===== src/rtl/timer_pkg.sv =====
// timer_pkg
// Shared types and default sizes for the multi-channel countdown timer.
//   timer_mode_e  : one-shot or auto-reload behaviour of a channel
//   timer_state_e : per-channel state encoding (IDLE / RUN)
//   DEF_N_CH, DEF_CNT_W : default channel count and count width
package timer_pkg;

    typedef enum logic [0:0] {
        MODE_ONESHOT  = 1'b0,
        MODE_PERIODIC = 1'b1
    } timer_mode_e;

    typedef enum logic [0:0] {
        T_IDLE = 1'b0,
        T_RUN  = 1'b1
    } timer_state_e;

    localparam int DEF_N_CH  = 4;
    localparam int DEF_CNT_W = 8;

endpackage


===== src/rtl/timer_channel.sv =====
// timer_channel
// One countdown channel. Counts down on accepted ticks, expires on the
// Nth accepted tick after a start with value N, optionally reloads.
// Ports:
//   clk, rst          : clock, asynchronous active-high reset
//   tick_en           : shared slow enable pulse
//   start, periodic   : load-and-run request and mode sampled with it
//   load_value        : start value (0 means expire immediately)
//   hold              : ignore ticks while high
//   abort             : return to IDLE and clear everything
//   clear_expired     : clear the sticky expiry flag
//   count             : remaining count
//   running           : channel state (1 = RUN, 0 = IDLE)
//   expired           : sticky expiry flag
//   expired_pulse     : one-cycle pulse per expiry
//   expired_next      : next-cycle value of expired, so the parent can
//                       register an OR that lines up with expired
//
// Handshake: none; every request input is a level sampled on the rising
// edge and acts in that cycle, with priority abort > start > tick.
module timer_channel
    import timer_pkg::*;
#(
    parameter int CNT_W = DEF_CNT_W
) (
    input  logic             clk,
    input  logic             rst,
    input  logic             tick_en,
    input  logic             start,
    input  logic             periodic,
    input  logic [CNT_W-1:0] load_value,
    input  logic             hold,
    input  logic             abort,
    input  logic             clear_expired,
    output logic [CNT_W-1:0] count,
    output logic             running,
    output logic             expired,
    output logic             expired_pulse,
    output logic             expired_next
);

    localparam logic [0:0] ST_IDLE = T_IDLE;
    localparam logic [0:0] ST_RUN  = T_RUN;

    logic [0:0]       state_q,   state_d;
    logic [CNT_W-1:0] count_q,   count_d;
    logic [CNT_W-1:0] reload_q,  reload_d;
    timer_mode_e      mode_q,    mode_d;
    logic             expired_q, expired_d;
    logic             pulse_q,   pulse_d;

    always_comb begin
        state_d   = state_q;
        count_d   = count_q;
        reload_d  = reload_q;
        mode_d    = mode_q;
        expired_d = expired_q;
        pulse_d   = 1'b0;

        if (abort) begin
            state_d   = ST_IDLE;
            count_d   = '0;
            reload_d  = '0;
            mode_d    = MODE_ONESHOT;
            expired_d = 1'b0;
        end else if (start) begin
            // A tick coinciding with start is deliberately dropped.
            if (load_value != '0) begin
                state_d   = ST_RUN;
                count_d   = load_value;
                reload_d  = load_value;
                mode_d    = periodic ? MODE_PERIODIC : MODE_ONESHOT;
                expired_d = 1'b0;
            end else begin
                // Zero load: expire at once without ever running.
                state_d   = ST_IDLE;
                count_d   = '0;
                reload_d  = '0;
                mode_d    = periodic ? MODE_PERIODIC : MODE_ONESHOT;
                expired_d = 1'b1;
                pulse_d   = 1'b1;
            end
        end else begin
            if (clear_expired) begin
                expired_d = 1'b0;
            end
            // An expiry below overrides the clear above (set wins).
            if (state_q == ST_RUN && tick_en && !hold) begin
                if (count_q > CNT_W'(1)) begin
                    count_d = count_q - CNT_W'(1);
                end else begin
                    expired_d = 1'b1;
                    pulse_d   = 1'b1;
                    if (mode_q == MODE_PERIODIC) begin
                        count_d = reload_q;
                    end else begin
                        count_d = '0;
                        state_d = ST_IDLE;
                    end
                end
            end
        end
    end

    always_ff @(posedge clk or posedge rst) begin
        if (rst) begin
            state_q   <= ST_IDLE;
            count_q   <= '0;
            reload_q  <= '0;
            mode_q    <= MODE_ONESHOT;
            expired_q <= 1'b0;
            pulse_q   <= 1'b0;
        end else begin
            state_q   <= state_d;
            count_q   <= count_d;
            reload_q  <= reload_d;
            mode_q    <= mode_d;
            expired_q <= expired_d;
            pulse_q   <= pulse_d;
        end
    end

    assign count         = count_q;
    assign running       = (state_q == ST_RUN);
    assign expired       = expired_q;
    assign expired_pulse = pulse_q;
    assign expired_next  = expired_d;

endmodule


===== src/rtl/multi_timer.sv =====
// multi_timer
// N_CH independent countdown channels sharing one slow tick enable.
// Ports:
//   clk, rst        : clock, asynchronous active-high reset
//   tick_en         : shared slow enable pulse (one clk wide)
//   start, periodic, hold, abort, clear_expired : per-channel controls
//   load_value      : channel i at bits [i*CNT_W +: CNT_W]
//   count           : remaining count per channel, same packing
//   running         : per-channel state (1 = RUN)
//   expired         : sticky expiry flags
//   expired_pulse   : one-cycle expiry pulses
//   any_expired     : registered OR of expired, aligned with expired
module multi_timer
    import timer_pkg::*;
#(
    parameter int N_CH  = DEF_N_CH,
    parameter int CNT_W = DEF_CNT_W
) (
    input  logic                  clk,
    input  logic                  rst,
    input  logic                  tick_en,
    input  logic [N_CH-1:0]       start,
    input  logic [N_CH-1:0]       periodic,
    input  logic [N_CH*CNT_W-1:0] load_value,
    input  logic [N_CH-1:0]       hold,
    input  logic [N_CH-1:0]       abort,
    input  logic [N_CH-1:0]       clear_expired,
    output logic [N_CH*CNT_W-1:0] count,
    output logic [N_CH-1:0]       running,
    output logic [N_CH-1:0]       expired,
    output logic [N_CH-1:0]       expired_pulse,
    output logic                  any_expired
);

    logic [N_CH-1:0] expired_next;
    logic            any_expired_q, any_expired_d;

    for (genvar i = 0; i < N_CH; i++) begin : g_ch
        timer_channel #(
            .CNT_W(CNT_W)
        ) u_ch (
            .clk          (clk),
            .rst          (rst),
            .tick_en      (tick_en),
            .start        (start[i]),
            .periodic     (periodic[i]),
            .load_value   (load_value[i*CNT_W +: CNT_W]),
            .hold         (hold[i]),
            .abort        (abort[i]),
            .clear_expired(clear_expired[i]),
            .count        (count[i*CNT_W +: CNT_W]),
            .running      (running[i]),
            .expired      (expired[i]),
            .expired_pulse(expired_pulse[i]),
            .expired_next (expired_next[i])
        );
    end

    // OR the channels' next-state flags so the registered result changes
    // on the same edge as the flags themselves.
    always_comb begin
        any_expired_d = |expired_next;
    end

    always_ff @(posedge clk or posedge rst) begin
        if (rst) begin
            any_expired_q <= 1'b0;
        end else begin
            any_expired_q <= any_expired_d;
        end
    end

    assign any_expired = any_expired_q;

endmodule


===== config.mk =====
export PLATFORM = sky130hd
export DESIGN_NAME = multi_timer
export DESIGN_NICKNAME = d
export VERILOG_FILES = /design/src/rtl/timer_pkg.sv /design/src/rtl/timer_channel.sv /design/src/rtl/multi_timer.sv
export SDC_FILE = /design/constraint.sdc
export NUM_CORES = 1
export LEC_CHECK = 0
export CELL_PAD_IN_SITES_DETAIL_PLACEMENT = 0
export CELL_PAD_IN_SITES_GLOBAL_PLACEMENT = 2
export CORE_MARGIN = 1
export CORE_UTILIZATION = 27
export CTS_CLUSTER_DIAMETER = 40
export CTS_CLUSTER_SIZE = 24
export DETAILED_ROUTE_END_ITERATION = 16
export MAX_ROUTING_LAYER = met4
export PLACE_DENSITY_LB_ADDON = 0.1
export RECOVER_POWER = 50
export SLEW_MARGIN = 15
export SYNTH_ARGS = -nofsm -noshare
export SYNTH_HDL_FRONTEND = slang
export SYNTH_SLANG_ARGS = --single-unit

===== constraint.sdc =====
create_clock -name clk -period 2.6 [get_ports clk]
set_input_delay 0.52 -clock clk [delete_from_list [all_inputs] [get_ports clk]]
set_output_delay 0.52 -clock clk [all_outputs]
set_load 0.05 [all_outputs]

==> summary by stage, run 1 <==
STA
The number of max-slew violations in the final report came to 0. Counting I/O delays and the setup requirement, the final critical path takes around 2400 ps. At the pin with the least slew margin, the transition time is roughly 1200 ps.

Summed over all failing endpoints, the final setup total negative slack is 0 ps. The worst pin sits at a relative slew slack of 18.58%. The final count of hold timing violations was 0.

Timing would allow up to ~420 MHz. The total of endpoints with negative setup slack in the final report is 0. Of the available clock period, the critical path in the final layout requires just over 90%. Setup repair after global routing left no endpoint under its margin. Between clock sinks in the finished design, the worst skew comes to 6.866 ps.

Logic synthesis
The async set-reset flop share out of synthesis is between 90% and 100%. The combined area of all synthesized cells is about 4600 um2. In the synthesized netlist, the number of instances is between 500 and 600. The number of distinct library cells after synthesis is 56. Among all flip-flop cells after synthesis, the most frequent one is sky130_fd_sc_hd__dfrtp_1.

The total nets after synthesis is 585. The flop and latch count out of synthesis is between 80 and 90. Yosys mapped a number of flops with a built-in enable equal to 0. During synthesis, Yosys emitted a total of 0 warnings. The sequential area share after synthesis is around 44%.

Dividing the synthesized area by the synthesized cell count gives between 8 and 9 um2.

Setup path
The critical path ends at any_expired$_DFF_PP0_. The worst setup path is captured at a flip-flop. Along the worst path, the maximum fanout reaches 8.

The category of the worst setup path launch point is a flip-flop. The reg-to-reg startpoint is g_ch[2].u_ch.count[1]$_DFFE_PP0P_. The critical path class is reg -> reg.

The slack of the worst reg-to-reg path is 250 ps. The worst register-to-register path has a depth of 7. The endpoint of the lowest-slack register-to-register path is any_expired$_DFF_PP0_. Data on the critical path arrives at its endpoint at between 2000 and 3000 ps. The launching element of the worst setup path is g_ch[2].u_ch.count[1]$_DFFE_PP0P_. The required time of the critical path is approximately 2800 ps.

Floorplanning
The count of boundary I/O pins is 100. Measured along the y axis, the die boundary spans roughly 130 um. The width of the die is 132.6 um. The placement row count is 47. The region available for standard cell placement spans 16640 um2. The starting density of the core is around 28%. The full die area is 17590 um2.

GRT
Entering global routing, the biggest net connects around 80 pins. The global-route usage over all layers is 18.07%. The initial antenna violation count is 0. The number of global-route vias before repair is approximately 4400. Global routing finished with a remaining overflow of 0. The first global-routing pass estimated about 24000 um of wire.

Clock tree
The maximum number of buffers from clock root to sink is 2. The clock net in this run drives a total of about 80 sinks. The count of instances resized after the clock tree is built is 0. Buffers inserted during clock tree synthesis total 9. The insertion delay of the later-clocked pin in the worst-skew pair is about 340 ps. The count of hold buffers inserted by post-cts repair is 0. CTS placed an instance of sky130_fd_sc_hd__clkbuf_16 at the clock tree root. TritonCTS built the clock tree. After clock tree synthesis, the clock-pin slew on the worst setup and hold paths is approximately 70 ps. The H-tree generated during clock tree synthesis spans 3 levels. After clock tree synthesis, the setup repair step added 0 buffers.

Power
The analysis attributes to cell leakage a power of roughly 2.5 nW. VDD sags by at most slightly below 0.0003 V. Power spread over the standard cell area amounts to ~570 nW/um2.

Routing
The post-detailed-routing wire length is 14580 um. The number of vias after detailed routing is 4306. The routed length per placed instance is approximately 17 um.

The final antenna-violating net count is 0. For this run, design rule violations remaining after detail routing come to 0. The total iterations of the first detailed-routing run is 4. The number of design-rule violations left by the first detailed-router iteration is between 200 and 300.

The via density per instance is between 5 and 6.

Worst hold path
The min-delay analysis places its worst path in the category reg -> reg.

Placed design
The instance area at placement is between 5000 and 6000 um2. The final weighted congestion in routability-driven placement is 0.7920. The number of input and output port buffers inserted is 99. The HPWL after detailed placement is 10370 um.

Finish
The post-layout instance area is between 6000 and 7000 um2. The share of final-layout standard cells stronger than drive strength 1 is 8.535%. The net count of the finished layout is about 680.

The repair_antennas step left the layout with diodes totalling 0. The library cell used most frequently in the layout, excluding fill and tap cells, is sky130_fd_sc_hd__clkdlybuf4s50_1. After filler insertion, the fill cell instance count of the layout stands at 1727. The top cell types in the final layout, fill and taps aside, are 95 x sky130_fd_sc_hd__clkdlybuf4s50_1, 81 x sky130_fd_sc_hd__dfrtp_1, 64 x sky130_fd_sc_hd__nand2_1, 53 x sky130_fd_sc_hd__a21oi_1, 51 x sky130_fd_sc_hd__nor2_1. The layout overhead on the synthesized area is 33.30%.

Job
Max-cap violations in this run came to 0.

Outcome
The run finished with clean final reports.
-- worst min path at each step --
stage / endpoint / slack (ps) / start / cells after the start
2_1_floorplan: g_ch[3].u_ch.reload_q[4]$_DFFE_PP0P_ / 480 / g_ch[3].u_ch.reload_q[4]$_DFFE_PP0P_ / 2
3_3_place_gp: g_ch[3].u_ch.reload_q[4]$_DFFE_PP0P_ / 500 / g_ch[3].u_ch.reload_q[4]$_DFFE_PP0P_ / 2
3_5_place_dp: g_ch[0].u_ch.reload_q[7]$_DFFE_PP0P_ / 510 / g_ch[0].u_ch.reload_q[7]$_DFFE_PP0P_ / 2
4_1_cts: g_ch[0].u_ch.reload_q[7]$_DFFE_PP0P_ / 530 / g_ch[0].u_ch.reload_q[7]$_DFFE_PP0P_ / 2
5_1_grt: g_ch[1].u_ch.reload_q[6]$_DFFE_PP0P_ / 540 / g_ch[1].u_ch.reload_q[6]$_DFFE_PP0P_ / 2
6_report: g_ch[0].u_ch.reload_q[7]$_DFFE_PP0P_ / 520 / g_ch[0].u_ch.reload_q[7]$_DFFE_PP0P_ / 2
-- cell families after synthesis --
| family | share of synthesized area, % |
|---|---|
| AND/OR/NAND/NOR | 22.51 |
| AO/OA/AOI/OAI | 20.61 |
| flip-flops | 44.00 |
| buffers and inverters | 6.138 |
| multiplexers | 2.852 |
| XOR/XNOR | 1.711 |
| adder cells (fa/ha/maj) | 2.173 |
-- where the power goes --
part           switching (W)  internal, W  leakage (nW)  total, W
Sequential         0.0000917      0.00133          1.07   0.00142
Clock               0.000547     0.000675         0.129   0.00122
Combinational       0.000493     0.000340          1.31  0.000834
-- metal layers --
layer,global-route usage [%],vias to the layer above,part of all wire [%]
li1,-,2089,-
met1,24.46,2099,49
met2,27.28,104,46
met3,2.759,14,3.8
met5,-,-,0
met4,6.513,0,1.5
-- Yosys cell counts, types with 4 or more instances --
cell | n | area share, %
sky130_fd_sc_hd__dfrtp_1 | 81 | 44
sky130_fd_sc_hd__nand2_1 | 64 | 5.2
sky130_fd_sc_hd__a21oi_1 | 53 | 5.8
sky130_fd_sc_hd__nor2_1 | 51 | 4.2
sky130_fd_sc_hd__clkbuf_1 | 24 | 2.0
sky130_fd_sc_hd__o21ai_0 | 19 | 2.1
sky130_fd_sc_hd__inv_1 | 16 | 1.3
sky130_fd_sc_hd__nor4_1 | 14 | 1.9
sky130_fd_sc_hd__a311oi_1 | 13 | 2.5
sky130_fd_sc_hd__a31oi_1 | 12 | 1.6
sky130_fd_sc_hd__buf_4 | 12 | 2.0
sky130_fd_sc_hd__mux2i_1 | 12 | 2.6
sky130_fd_sc_hd__ha_1 | 8 | 2.2
sky130_fd_sc_hd__nor3_1 | 8 | 0.87
sky130_fd_sc_hd__o22ai_1 | 8 | 1.1
sky130_fd_sc_hd__or3_1 | 8 | 1.1
sky130_fd_sc_hd__and3_1 | 7 | 0.95
sky130_fd_sc_hd__nand3_1 | 7 | 0.76
sky130_fd_sc_hd__nor3b_1 | 7 | 1.1
sky130_fd_sc_hd__or2_2 | 7 | 0.95
sky130_fd_sc_hd__xnor2_1 | 7 | 1.3
sky130_fd_sc_hd__nand3b_1 | 6 | 0.98
sky130_fd_sc_hd__o32ai_1 | 6 | 1.1
sky130_fd_sc_hd__or4_1 | 6 | 0.98
sky130_fd_sc_hd__and3b_1 | 5 | 0.95
sky130_fd_sc_hd__a211oi_1 | 4 | 0.65
sky130_fd_sc_hd__a221oi_1 | 4 | 0.76
sky130_fd_sc_hd__buf_2 | 4 | 0.43
sky130_fd_sc_hd__nand4_1 | 4 | 0.54
-- state kept, by name, indices dropped and copies added, names as in the netlist --
signal,cells
g_ch.u_ch.expired_pulse,4
g_ch.u_ch.expired,4
g_ch.u_ch.running,4
g_ch.u_ch.mode_q,4
g_ch.u_ch.count,32
any_expired,1
g_ch.u_ch.reload_q,32
-- critical path, stage by stage (launching register included) --
cell	delay, ps
sky130_fd_sc_hd__dfrtp_1	480
sky130_fd_sc_hd__inv_1	100
sky130_fd_sc_hd__ha_1	270
sky130_fd_sc_hd__nor2_1	270
sky130_fd_sc_hd__nand3b_1	230
sky130_fd_sc_hd__nor2_1	90
sky130_fd_sc_hd__o31a_1	260
sky130_fd_sc_hd__or4_1	520
-- through the flow --
step / hold WS, ps / power [W] / std cells / util (%) / worst slack, ps
after floorplan: 477.6 / 0.001953 / 522 / - / 156.7
after global placement: 500.1 / 0.002298 / 825 / 35.39 / 184.7
after detailed placement: 511.4 / 0.002292 / 825 / 35.39 / 196.9
after CTS: 525.4 / 0.003532 / 841 / 37.04 / 215.2
after global routing: 544.0 / 0.003657 / 841 / 36.90 / 54.24
final: 522.7 / 0.003479 / 841 / 36.90 / 245.2
-- final cells by class --
class	count	area, um2	share of cell area [%]
Multi-Input combinational cell	381	2297	37.41
Sequential cell	81	2027	33.01
Timing Repair Buffer	127	1202	19.58
Tap cell	220	275.3	4.482
Clock buffer	12	246.5	4.014
Inverter	16	63.81	1.039
Clock inverter	4	28.78	0.4686
No activity file was read; power rests on OpenSTA's default activity.
==> inputs of run 2 (changes only) <==
--- a/config.mk
+++ b/config.mk
@@ -8,7 +8,7 @@
 export CELL_PAD_IN_SITES_DETAIL_PLACEMENT = 0
 export CELL_PAD_IN_SITES_GLOBAL_PLACEMENT = 2
 export CORE_MARGIN = 1
-export CORE_UTILIZATION = 27
+export CORE_UTILIZATION = 29
 export CTS_CLUSTER_DIAMETER = 40
 export CTS_CLUSTER_SIZE = 24
 export DETAILED_ROUTE_END_ITERATION = 16
@@ -18,4 +18,5 @@
 export SLEW_MARGIN = 15
 export SYNTH_ARGS = -nofsm -noshare
 export SYNTH_HDL_FRONTEND = slang
+export SYNTH_HIERARCHICAL = 1
 export SYNTH_SLANG_ARGS = --single-unit
==> run 2 against run 1 <==
  * Sequential power about the same
  * Setup slack improved by 100 ps
  * Area after synthesis increased by 8.3%
  * Global-route usage increased by 0.88 points
  * Core utilization increased by 2.5 points
  * Sequential share of layout area decreased by 2.2 points
  * Synthesized cell count increased by 4.4%
  * Maximum frequency increased by 4.5%
  * First-iteration DRC count increased by 31%
  * Final cell count increased by 5.2%
  * Non-clock buffer count increased by 5
  * Design area increased by 7.1%
  * Critical path type is now reg -> out
==> summary by stage, run 2 <==
Outcome
The run finished with clean final reports.

Power
The worst voltage drop across the vdd grid is 0.0003234 V (+11%). The power density over the cells was 565.0 nW/um2 (-0.28%). The fraction of power consumed by the clock network was 36.5% (+1.4 points). The switching power is 0.001189 W (+5.1%).

The post-route total power was 0.003716 W (+6.8%). The fraction of power spent switching nets is 32.01% (-0.52 points). The cell-internal power is 0.002526 W (+7.6%). The proportion of power drawn by combinational gates is 25.0% (+1.0 points).

The leakage power is 2.638 nW (+5.1%). The relative contribution of sequential cells to total power is 38.4% (-2.5 points).

Clock tree
The number of buffers inserted to repair setup after CTS is 0 (unchanged). The number of CTS-inserted buffers was 9 (unchanged). The count of hold buffers inserted by post-cts repair was 0 (unchanged).

The count of instances resized after the clock tree is built is 0 (unchanged). The clock-pin slew on the worst setup and hold paths is 60 ps (about the same). The maximum level of the CTS H-tree is 3 (unchanged). The clock tree from TritonCTS is done. The sink count of the clock tree was 81 (unchanged). The insertion delay of the later-clocked pin in the worst-skew pair is 350 ps (about the same). The cell chosen for the clock root is sky130_fd_sc_hd__clkbuf_16. The maximum number of buffers from clock root to sink came to 2 (unchanged).

Finish
The share of final-layout standard cells stronger than drive strength 1 was 10.38% (+1.8 points). The filler cell count in the final layout is 1700 (-1.6%). In the layout the commonest cells are 94 x sky130_fd_sc_hd__clkdlybuf4s50_1, 81 x sky130_fd_sc_hd__dfrtp_1, 60 x sky130_fd_sc_hd__nand2_1, 52 x sky130_fd_sc_hd__nor2_1, 40 x sky130_fd_sc_hd__a21oi_1. The antenna diode instance count is 0 (unchanged). Compared with the post-synthesis result, the final layout area differs by 31.76%. The number of nets in the finished design is 723 (+6.5%).

The final design utilization is 39.38% (+2.5 points). Leaving out fill and tap cells, the most frequent cell in the layout is sky130_fd_sc_hd__clkdlybuf4s50_1.

Logic synthesis
The number of instances in the synthesized netlist came to 545 (+4.4%). The flop and latch count out of synthesis is 81 (unchanged). The library cell occupying the most area in the post-synthesis netlist is sky130_fd_sc_hd__dfrtp_1. The per-instance average area after synthesis is 9.158 um2 (+3.8%). The sequential area share after synthesis is 40.61% (-3.4 points). The total number of yosys warnings is 6 (+6).

The async set-reset flop share out of synthesis is 100.0% (unchanged). The total nets after synthesis is 608 (+3.9%). The combined area of all synthesized cells was 4991 um2 (+8.3%).

The area share of the leading cell type in the synthesized netlist is 40.61% (-3.4 points). The number of flops mapped to enable cells by yosys is 0 (unchanged). The leading cell type by number of instances after synthesis is sky130_fd_sc_hd__dfrtp_1. The number of distinct library cells after synthesis was 59 (+5.4%).

The most used flip-flop cell after synthesis is sky130_fd_sc_hd__dfrtp_1. Ranked by total cell area, the synthesized netlist is headed by sky130_fd_sc_hd__dfrtp_1 41%, sky130_fd_sc_hd__nand2_1 4.5%, sky130_fd_sc_hd__a21oi_1 4.0%, sky130_fd_sc_hd__nor2_1 3.9%, sky130_fd_sc_hd__mux2i_1 3.2%. Sorting the synthesized cells by how often they occur yields 81 x sky130_fd_sc_hd__dfrtp_1, 60 x sky130_fd_sc_hd__nand2_1, 52 x sky130_fd_sc_hd__nor2_1, 40 x sky130_fd_sc_hd__a21oi_1, 23 x sky130_fd_sc_hd__inv_1.

Setup path
The critical path class is reg -> out. The data arrival time of the critical path is 1730 ps (-830 ps). The cell type group with the largest total delay on the critical path is buffers and inverters.

Walking the worst path, the cells encountered are clkdlybuf4s50_1. The slack of the worst reg-to-reg path is 430 ps (+180 ps). The critical path's largest stage delay was 870 ps (+350 ps). The buffer and inverter count on the worst path is 1 (unchanged). The endpoint of the lowest-slack register-to-register path is any_expired$_DFF_PP0_. The kind of end point of the critical path is an output port. The startpoint identified for the worst register-to-register timing path is g_ch[3].u_ch/count[0]$_DFFE_PP0P_. The number of cells traversed by the worst register-to-register path came to 7 (unchanged). The cell with the largest stage delay on the worst path is sky130_fd_sc_hd__clkdlybuf4s50_1. The worst setup path is launched from a flip-flop.

The maximum net fanout on the critical path is 8 (unchanged). The required time of the critical path came to 2080 ps (-730 ps).

STA
The worst slew margin relative to its limit is 22.42% (+3.8 points). The highest attainable clock frequency was 443.8 MHz (+4.5%). The setup total negative slack is 0 ps (unchanged).

The slack of the critical path is 346.9 ps (+101.8 ps). The final setup skew is 6.768 ps (-0.09864 ps). The minimum clock period is 2253 ps (-101.8 ps).

The number of max-slew violations in the final report is 0 (unchanged). The actual slew at the worst max-slew pin came to 1164 ps (-57.63 ps). The final count of hold timing violations is 0 (unchanged). Setup repair after global routing left no endpoint under its margin. The share of the clock period used by the worst path after layout is 86.66% (-3.9 points). The total of endpoints with negative setup slack in the final report is 0 (unchanged).

Routing
The post-detailed-routing wire length is 15850 um (+8.7%). The number of remaining DRC errors is 0 (unchanged). The final antenna-violating net count is 0 (unchanged). The number of design-rule violations left by the first detailed-router iteration is 335 (+31%).

The number of vias after detailed routing is 4788 (+11%). The via density per instance is 5.410 (+5.7%). The routed length per placed instance is 17.91 um (+3.3%).

The total iterations of the first detailed-routing run is 5 (+1).

Worst hold path
The source of the worst hold timing path is g_ch[1].u_ch/reload_q[5]$_DFFE_PP0P_. The class of the tightest hold or removal check is reg -> reg. The end point of the worst hold path is g_ch[1].u_ch/reload_q[5]$_DFFE_PP0P_. The number of cells on the worst hold path came to 2 (unchanged).

Placed design
The final HPWL from detailed placement came to 11720 um (+13%). The post-place setup slack is 176.3 ps (-20.62 ps). The number of input and output port buffers inserted is 99 (unchanged).

The final weighted congestion in routability-driven placement is 0.8583 (+8.4%).

GRT
The number of global-route vias before repair is 4712 (+6.2%). The initial antenna violation count was 0 (unchanged). The leftover overflow at the end of global routing came to 0 (unchanged). The global-route usage over all layers was 18.95% (+0.88 points). The maximum number of pins on one net before global-route repair is 21 (-74%). The first-pass GRT wire length came to 25610 um (+5.5%).

Floorplanning
The count of boundary I/O pins is 100 (unchanged). The starting density of the core is 29.88% (+2.2 points). The placement row count is 47 (unchanged). The placeable core region is 16700 um2 (+0.35%). The width of the die came to 133.2 um (+0.43%). The die height came to 133.2 um (+0.43%).

The full die area is 17740 um2 (+0.85%).

Job
The max-cap check violation count is 0 (unchanged).
[run 2: metrics by stage]
stage          hold WS (ps)  instance area (um2)  std cells
4_1_cts               478.6                 6614        885
2_1_floorplan         248.7                 4991        545
3_5_place_dp          512.1                 6305        869
3_3_place_gp          503.7                 6305        869
6_report              519.0                 6576        885
5_1_grt               545.3                 6576        885
[run 2: area by class of cell]
class	instances	area, um2	share of cell area (%)
tap	220	275.3	4.186
multi-input combinational	411	2670	40.60
sequential	81	2027	30.82
clock buffer	14	274.0	4.167
timing repair buffer	132	1201	18.26
inverter	25	93.84	1.427
clock inverter	2	35.03	0.5327
[run 2: worst min-delay path, cell delays in order (launching register included)]
cell	delay [ps]
sky130_fd_sc_hd__dfrtp_1	340
sky130_fd_sc_hd__mux2i_1	70
sky130_fd_sc_hd__nor2_1	70
[run 2: routing by layer]
layer / share of wire [%] / wire, um / GRT usage [%]
met1: 48 / 7574 / 25.79
met4: 1.2 / 188 / 6.566
met3: 4.5 / 708 / 2.664
met5: 0 / 0 / -
met2: 47 / 7382 / 28.80
[run 2: worst max-delay path by stage]
stage                                      startpoint                     to  slack [ps]  cells past startpoint
floorplan           g_ch[3].u_ch/count[0]$_DFFE_PP0P_  any_expired$_DFF_PP0_         130                      7
global placement                              tick_en  any_expired$_DFF_PP0_         210                      5
detailed placement                            tick_en  any_expired$_DFF_PP0_         180                      5
CTS                 g_ch[0].u_ch/count[5]$_DFFE_PP0P_               count[5]         330                      1
global route        g_ch[3].u_ch/count[0]$_DFFE_PP0P_  any_expired$_DFF_PP0_         260                      7
finish              g_ch[1].u_ch/count[5]$_DFFE_PP0P_              count[13]         350                      1
[run 2: cells by family (layout without fill, tap and decap cells)]
kind of cell    after synthesis  after routing  share of synthesized area (%)
flops                        81             81                          40.61
simple gates                217            217                          24.07
compound gates              170            170                          24.22
buf+inv                      53            173                          5.891
fa+ha+maj                     8              8                          2.006
mux                          16             16                          3.209
[run 2: power groups by stage]
stage	clock network [W]	logic [W]	registers [W]
after global routing	0.00144	0.00101	0.00144
final	0.00136	0.000930	0.00143
after global placement	0	0.000947	0.00145
after CTS	0.00140	0.000940	0.00143
after floorplan	0	0.000459	0.00157
after detailed placement	0	0.000937	0.00145
==> inputs of run 3 (changes only) <==
--- a/config.mk
+++ b/config.mk
@@ -5,6 +5,7 @@
 export SDC_FILE = /design/constraint.sdc
 export NUM_CORES = 1
 export LEC_CHECK = 0
+export CAP_MARGIN = 20
 export CELL_PAD_IN_SITES_DETAIL_PLACEMENT = 0
 export CELL_PAD_IN_SITES_GLOBAL_PLACEMENT = 2
 export CORE_MARGIN = 1
==> results of run 3 <==
No change in the layout: final DEF, timing and power equal those of run 2.
